## config.mk

```make
export PLATFORM = sky130hd
export DESIGN_NAME = fifo_frame_reader
export DESIGN_NICKNAME = d
export VERILOG_FILES = /design/src/rtl/fifo_frame_reader.sv
export SDC_FILE = /design/constraint.sdc
export NUM_CORES = 1
export LEC_CHECK = 0
export CAP_MARGIN = 20
export CORE_AREA = 2 2 67 133
export DETAILED_ROUTE_END_ITERATION = 16
export DIE_AREA = 0 0 69 135
export PLACE_DENSITY = 0.76
export SLEW_MARGIN = 30
export SYNTH_ARGS = -nofsm -noshare
export SYNTH_HDL_FRONTEND = slang
export SYNTH_SLANG_ARGS = --single-unit
```

## constraint.sdc

```tcl
create_clock -name clk -period 2.6 [get_ports clk]
set_input_delay 0.52 -clock clk [delete_from_list [all_inputs] [get_ports clk]]
set_output_delay 0.52 -clock clk [all_outputs]
set_load 0.005 [all_outputs]
```

## src/rtl/fifo_frame_reader.sv

```systemverilog
// -----------------------------------------------------------------------------
// fifo_frame_reader
//   Read-side master for a synchronous BRAM FIFO. It reads one frame of
//   FRAME_LEN words, then rewinds the FIFO read pointer and replays the frame
//   until num_passes passes have been sent. Words go out on a valid/ready
//   stream. A 2-entry skid buffer absorbs the 1-cycle BRAM read latency, so
//   back-pressure never drops or duplicates a word.
//
// Ports
//   clk, rst        single rising-edge clock, synchronous active-high reset
//   start           pulse, accepted only in IDLE; samples num_passes
//   num_passes      number of passes to stream (0 = immediate done)
//   abort           synchronous abort, any state -> IDLE, buffered data dropped
//   busy / done     high from start accept until done/abort / 1-cycle completion pulse
//   fifo_rd_en      FIFO read strobe (data valid on fifo_out one cycle later)
//   fifo_rd_rewind  1-cycle FIFO read-pointer rewind between passes
//   fifo_empty      FIFO empty flag
//   fifo_out        FIFO read data
//   m_valid/m_ready stream handshake
//   m_data          stream word
//   m_last          marks word FRAME_LEN-1 of every pass
//   m_pass_idx      0-based pass number of the word on m_data
// -----------------------------------------------------------------------------
module fifo_frame_reader #(
    parameter int DATA_WIDTH = 16,
    parameter int FRAME_LEN  = 784,
    parameter int PASS_W     = 8
) (
    input  logic                  clk,
    input  logic                  rst,
    input  logic                  start,
    input  logic [PASS_W-1:0]     num_passes,
    input  logic                  abort,
    output logic                  busy,
    output logic                  done,
    output logic                  fifo_rd_en,
    output logic                  fifo_rd_rewind,
    input  logic                  fifo_empty,
    input  logic [DATA_WIDTH-1:0] fifo_out,
    output logic                  m_valid,
    input  logic                  m_ready,
    output logic [DATA_WIDTH-1:0] m_data,
    output logic                  m_last,
    output logic [PASS_W-1:0]     m_pass_idx
);

    localparam int CNT_W = (FRAME_LEN > 1) ? $clog2(FRAME_LEN) : 1;
    localparam logic [CNT_W-1:0] LAST_IDX = CNT_W'(FRAME_LEN - 1);

    typedef enum logic [2:0] {
        S_IDLE   = 3'd0,
        S_STREAM = 3'd1,
        S_REWIND = 3'd2,
        S_DRAIN  = 3'd3,
        S_DONE   = 3'd4
    } state_t;

    state_t                  state_q, state_d;
    logic [PASS_W-1:0]       num_passes_q, num_passes_d;
    logic [CNT_W-1:0]        issue_cnt_q, issue_cnt_d;
    logic [PASS_W-1:0]       issue_pass_q, issue_pass_d;
    logic [CNT_W-1:0]        out_cnt_q, out_cnt_d;
    logic [PASS_W-1:0]       pass_cnt_q, pass_cnt_d;
    logic                    in_flight_q, in_flight_d;
    logic [DATA_WIDTH-1:0]   skid_q [0:1];
    logic [DATA_WIDTH-1:0]   skid_d [0:1];
    logic                    head_q, head_d;
    logic [1:0]              fill_q, fill_d;

    logic                    pop_s;
    logic [1:0]              fill_after_pop_s;
    logic                    tail_s;
    logic                    room_s;
    logic                    rd_en_s;
    logic                    last_pass_s;
    logic                    start_accept_s;

    // Stream side is driven straight from the skid buffer registers.
    assign m_valid    = (fill_q != 2'd0);
    assign m_data     = skid_q[head_q];
    assign m_last     = m_valid & (out_cnt_q == LAST_IDX);
    assign m_pass_idx = pass_cnt_q;

    assign pop_s            = m_valid & m_ready;
    assign fill_after_pop_s = fill_q - {1'b0, pop_s};
    // Free slot after this cycle's pop, so the word in flight lands next to it.
    assign tail_s           = head_d ^ fill_after_pop_s[0];
    // Occupancy counted after this cycle's hand-off: keeps held + in-flight
    // words at two or fewer while still allowing one read per cycle.
    assign room_s           = ((fill_after_pop_s + {1'b0, in_flight_q}) < 2'd2);
    assign rd_en_s          = (state_q == S_STREAM) & ~fifo_empty & room_s;
    assign last_pass_s      = (issue_pass_q == (num_passes_q - PASS_W'(1)));
    assign start_accept_s   = (state_q == S_IDLE) & start & ~abort;

    assign fifo_rd_en     = rd_en_s;
    assign fifo_rd_rewind = (state_q == S_REWIND);
    assign busy           = (state_q == S_STREAM) | (state_q == S_REWIND) | (state_q == S_DRAIN);
    assign done           = (state_q == S_DONE);

    // Next-state logic of the control FSM; abort overrides every transition.
    always_comb begin
        state_d = state_q;
        case (state_q)
            S_IDLE: begin
                if (start) begin
                    state_d = (num_passes == {PASS_W{1'b0}}) ? S_DONE : S_STREAM;
                end else begin
                    state_d = S_IDLE;
                end
            end
            S_STREAM: begin
                if (rd_en_s && (issue_cnt_q == LAST_IDX)) begin
                    state_d = last_pass_s ? S_DRAIN : S_REWIND;
                end else begin
                    state_d = S_STREAM;
                end
            end
            S_REWIND: begin
                state_d = S_STREAM;
            end
            S_DRAIN: begin
                // Leave as soon as the last buffered word is handed off.
                if (!in_flight_q && (fill_after_pop_s == 2'd0)) begin
                    state_d = S_DONE;
                end else begin
                    state_d = S_DRAIN;
                end
            end
            S_DONE: begin
                state_d = S_IDLE;
            end
            default: begin
                state_d = S_IDLE;
            end
        endcase
        if (abort) begin
            state_d = S_IDLE;
        end else begin
            state_d = state_d;
        end
    end

    // State register.
    always_ff @(posedge clk) begin
        if (rst) begin
            state_q <= S_IDLE;
        end else begin
            state_q <= state_d;
        end
    end

    // Next values of counters and skid buffer.
    always_comb begin
        num_passes_d = num_passes_q;
        issue_cnt_d  = issue_cnt_q;
        issue_pass_d = issue_pass_q;
        out_cnt_d    = out_cnt_q;
        pass_cnt_d   = pass_cnt_q;
        in_flight_d  = rd_en_s;
        head_d       = head_q ^ pop_s;
        fill_d       = fill_after_pop_s + {1'b0, in_flight_q};
        skid_d       = skid_q;

        // The word read last cycle is on fifo_out now.
        if (in_flight_q) begin
            skid_d[tail_s] = fifo_out;
        end else begin
            skid_d[tail_s] = skid_q[tail_s];
        end

        if (start_accept_s) begin
            num_passes_d = num_passes;
            issue_cnt_d  = {CNT_W{1'b0}};
            issue_pass_d = {PASS_W{1'b0}};
            out_cnt_d    = {CNT_W{1'b0}};
            pass_cnt_d   = {PASS_W{1'b0}};
        end else begin
            if (rd_en_s) begin
                if (issue_cnt_q == LAST_IDX) begin
                    issue_cnt_d  = {CNT_W{1'b0}};
                    issue_pass_d = issue_pass_q + PASS_W'(1);
                end else begin
                    issue_cnt_d  = issue_cnt_q + CNT_W'(1);
                end
            end else begin
                issue_cnt_d = issue_cnt_q;
            end

            // Pass index advances only when the pass's last word leaves, so
            // words of the next pass can never overtake the current one.
            if (pop_s) begin
                if (out_cnt_q == LAST_IDX) begin
                    out_cnt_d  = {CNT_W{1'b0}};
                    pass_cnt_d = pass_cnt_q + PASS_W'(1);
                end else begin
                    out_cnt_d  = out_cnt_q + CNT_W'(1);
                end
            end else begin
                out_cnt_d = out_cnt_q;
            end
        end
    end

    // Datapath registers; abort clears them like reset, dropping any word
    // still in flight from the FIFO.
    always_ff @(posedge clk) begin
        if (rst || abort) begin
            num_passes_q <= {PASS_W{1'b0}};
            issue_cnt_q  <= {CNT_W{1'b0}};
            issue_pass_q <= {PASS_W{1'b0}};
            out_cnt_q    <= {CNT_W{1'b0}};
            pass_cnt_q   <= {PASS_W{1'b0}};
            in_flight_q  <= 1'b0;
            head_q       <= 1'b0;
            fill_q       <= 2'd0;
            for (int i = 0; i < 2; i++) begin
                skid_q[i] <= {DATA_WIDTH{1'b0}};
            end
        end else begin
            num_passes_q <= num_passes_d;
            issue_cnt_q  <= issue_cnt_d;
            issue_pass_q <= issue_pass_d;
            out_cnt_q    <= out_cnt_d;
            pass_cnt_q   <= pass_cnt_d;
            in_flight_q  <= in_flight_d;
            head_q       <= head_d;
            fill_q       <= fill_d;
            for (int i = 0; i < 2; i++) begin
                skid_q[i] <= skid_d[i];
            end
        end
    end

endmodule

```

==> results by group <==
Finish
  • Post-route design area: 5040 um2
  • Share of cells above drive strength 1: 0.151
  • Nets: ~540
  • P&R area growth vs syn: 29.9%
  • Final Util: 0.613
  • Ant. Diodes: 0
  • Most frequent cells in the layout: 81 x dfxtp_1, 71 x nor2_1, 57 x clkdlybuf4s50_1, 37 x nand2_1, 34 x mux2i_1
  • Commonest non-fill, non-tap cell in the layout: dfxtp_1

Die
  • Die Area: 9320 um2
  • Std cell rows: 47
  • Io pins: 60
  • Die Ht: 135 um
  • Die width: 69 um
  • Starting Density: 0.472
  • Core Area: 8230 um2

Setup path
  • Critical path capture point type: output port
  • Setup Crit Path Kind: reg2out
  • Worst Reg-to-Reg Cells: 11
  • Critical Path Source Type: register
  • Reg-to-reg slack, setup: 130 ps
  • Req. time, crit path: 2080 ps
  • Critical path's slowest cell: dfxtp_2
  • Family with the most delay on the worst path: adder cells
  • Max FO, Critical Path: 2
  • Crit path cell chain: o21ai_2 > inv_2 > ha_4 > inv_2 > ha_4 > xor3_2 > nor3_4 > buf_2
  • Worst Path Arrival: 2050 ps
  • Worst r2r dst: issue_pass_q[5]
  • Bufs and invs on worst path: 3
  • FF-to-FF Start: fill_q[1]
  • Crit-path max cell delay: 320 ps

Yosys
  • Async S/R FF share, synth: 0
  • Synth Flop Type: dfxtp_1
  • Cell variety after synth: 50
  • #FFs+latches synth: between 80 and 90
  • Yosys warning count: 0
  • Syn Nets: 462
  • Register area share after synthesis: 0.428
  • Synth Instances: 425
  • Avg Inst Size Synth: 9.14 um2
  • EDFF count, synth: 0
  • Mapped Area: 3880 um2
  • Synth area leaders: dfxtp_1 43%, mux2i_1 8.8%, nor2_1 6.9%
  • Share of the synthesized area in the top cell type: 0.428
  • Most area-hungry cell type in the Yosys netlist: dfxtp_1

Place
  • Hpwl dp: 6120 um
  • GP Congestion: 0.873
  • Dpl cell area: 4660 um2
  • PortBufs: 59

Detailed routing
  • WL/cell: around 14 um
  • Iter 0 DRT Violations: 149
  • Total Wirelength: 8510 um
  • Via density: ~5.4
  • Number of nets with antenna violations after routing: 0
  • 1st-pass router iterations: 4
  • DRC Markers: 0
  • Vias: 3,261

Power
  • Sequential share of power: 0.482
  • Switching fraction of total power: 0.207
  • Highest ir drop seen on vdd: around 400 uV
  • P_int: 2.12 mW
  • P_leak: 2.10 nW
  • Switching power: 0.552 mW
  • Clk pwr share: 0.459
  • Gate power share: 0.059
  • Power Density: approximately 530 nW/um2

Timing
  • Unrepaired setup endpoints after global routing: yes
  • Worst Clk Skew: just over 9 ps
  • Final Setup Violations: 0
  • Slew headroom: 0.761
  • Least-Margin Pin Slew: between 300 and 400 ps
  • Fmax: 389 MHz
  • Number of max-slew violations in the final report: 0
  • Min cycle time layout: 2570 ps
  • Fin crit share: 0.989
  • Hold Vio Cnt, Final: 0

CTS
  • CTS H-tree depth: 3
  • Clock root buffer: clkbuf_16
  • Clock Latency Late Sink: 340 ps
  • Clock Path Buffers: 2
  • Clk pin slew, worst setup/hold paths: 50 ps
  • CTS tree: built
  • Clock Sinks: 83
  • CTS Buf Count: 9
  • Number of hold buffers added after CTS: 0

Status
  • Status: finished, final reports clean

GRT
  • Initial antenna violation count: 0
  • Grt ovf: 0
  • First-pass GRT wire length: 14,500 um
  • Number of global-route vias before repair: 3,336
  • Pin count of the biggest net entering global routing: 35
  • Tot GR Track Use: 0.192

Hold path
  • Hold Path Stages: 2
  • Hold path start: num_passes_q[7]
  • WHS Endpoint: num_passes_q[7]
  • Worst Hold Class: reg2reg

Run
  • Max cap viols: 0
-- cells in the mapped netlist (all sizes together) (3+ instances only) --
cell type  count
and3           5
dfxtp         83
xnor2         13
ha             7
inv            8
o21ai          9
or2            3
buf            5
and2           6
nand3         15
xor2          25
mux2          16
nor4           5
nand2b         4
or3            8
nand2         37
mux2i         34
a21oi         17
nor3           9
or4            3
nand4          8
clkbuf        11
nor2          72
-- power by group through the flow --
stage | Combinational, mW | Sequential, mW | Clock, mW
after global routing | 0.175 | 1.29 | 1.29
after detailed placement | 0.154 | 1.32 | 0
after CTS | 0.156 | 1.29 | 1.25
after global placement | 0.150 | 1.31 | 0
after floorplan | 0.0775 | 1.31 | 0
final | 0.159 | 1.29 | 1.22
-- routing by layer --
| layer | up-vias | track usage | wire (um) |
|---|---|---|---|
| met3 | 24 | 0.0470 | 329 |
| met1 | 1539 | 0.186 | 3180 |
| met4 | 0 | 0.109 | 316 |
| met5 | - | 0 | 0 |
| li1 | 1616 | - | - |
| met2 | 82 | 0.361 | 4690 |
-- flip-flops by register name (all words and copies together), names as in the netlist --
register	count
out_cnt_q	10
head_q	1
num_passes_q	8
state_q	3
m_pass_idx	8
issue_pass_q	8
in_flight_q	1
skid_q	32
issue_cnt_q	10
fill_q	2
-- per-stage QoR --
step / worst slack (ps) / instances / hold WS, ps / TNS, ps / power [mW]
finish: 28.1 / 607 / 475 / 0 / 2.67
global route: -38.7 / 607 / 505 / -39.3 / 2.76
CTS: -30.3 / 602 / 477 / -44.1 / 2.69
detailed placement: -671 / 584 / 470 / -9660 / 1.47
global placement: -645 / 584 / 468 / -8480 / 1.47
floorplan: 63.9 / 425 / 448 / 0 / 1.39
-- what timing repair did --
item | in CTS | in global routing
setup buffers | 4 | 5
resized for setup | 14 | 2
endpoints found under the setup margin | 18 | 15
pin swaps | 4 | 3
-- worst max-delay path by stage --
stage	endpoint	start	cells past startpoint	slack [ps]
after global placement	fifo_rd_en	m_ready	9	-650
after floorplan	issue_pass_q[5]	m_ready	10	60
after CTS	fifo_rd_en	fill_q[0]	8	-30
after detailed placement	fifo_rd_en	m_ready	9	-670
after global routing	fifo_rd_en	fill_q[1]	8	-40
final	fifo_rd_en	fill_q[1]	8	30
-- worst register-to-register path, stage by stage, from the launching register on --
cell and delay (ps):
dfxtp_2 320, o21ai_2 160, inv_2 80, ha_4 240
inv_2 70, ha_4 120, xor3_2 280, nor3_4 290
buf_6 180, nand4_1 170, or3_1 350, a21oi_1 150
-- cell type report --
| type | instances | area (um2) |
|---|---|---|
| fill | 714 | 3190 |
| multi-input combinational | 318 | 2150 |
| sequential | 83 | 1660 |
| timing repair buffer | 86 | 793 |
| clock buffer | 11 | 243 |
| tap | 98 | 123 |
| clock inverter | 3 | 40.0 |
| inverter | 8 | 30.0 |
-- cell families after synthesis --
| logic type | synth area share |
|---|---|
| buffers and inverters | 0.0261 |
| adder cells (fa/ha/maj) | 0.0226 |
| flip-flops | 0.428 |
| XOR/XNOR | 0.0976 |
| multiplexers | 0.134 |
| AND/OR/NAND/NOR | 0.237 |
| AO/OA/AOI/OAI | 0.0551 |
(Power assumes the default switching activity.)
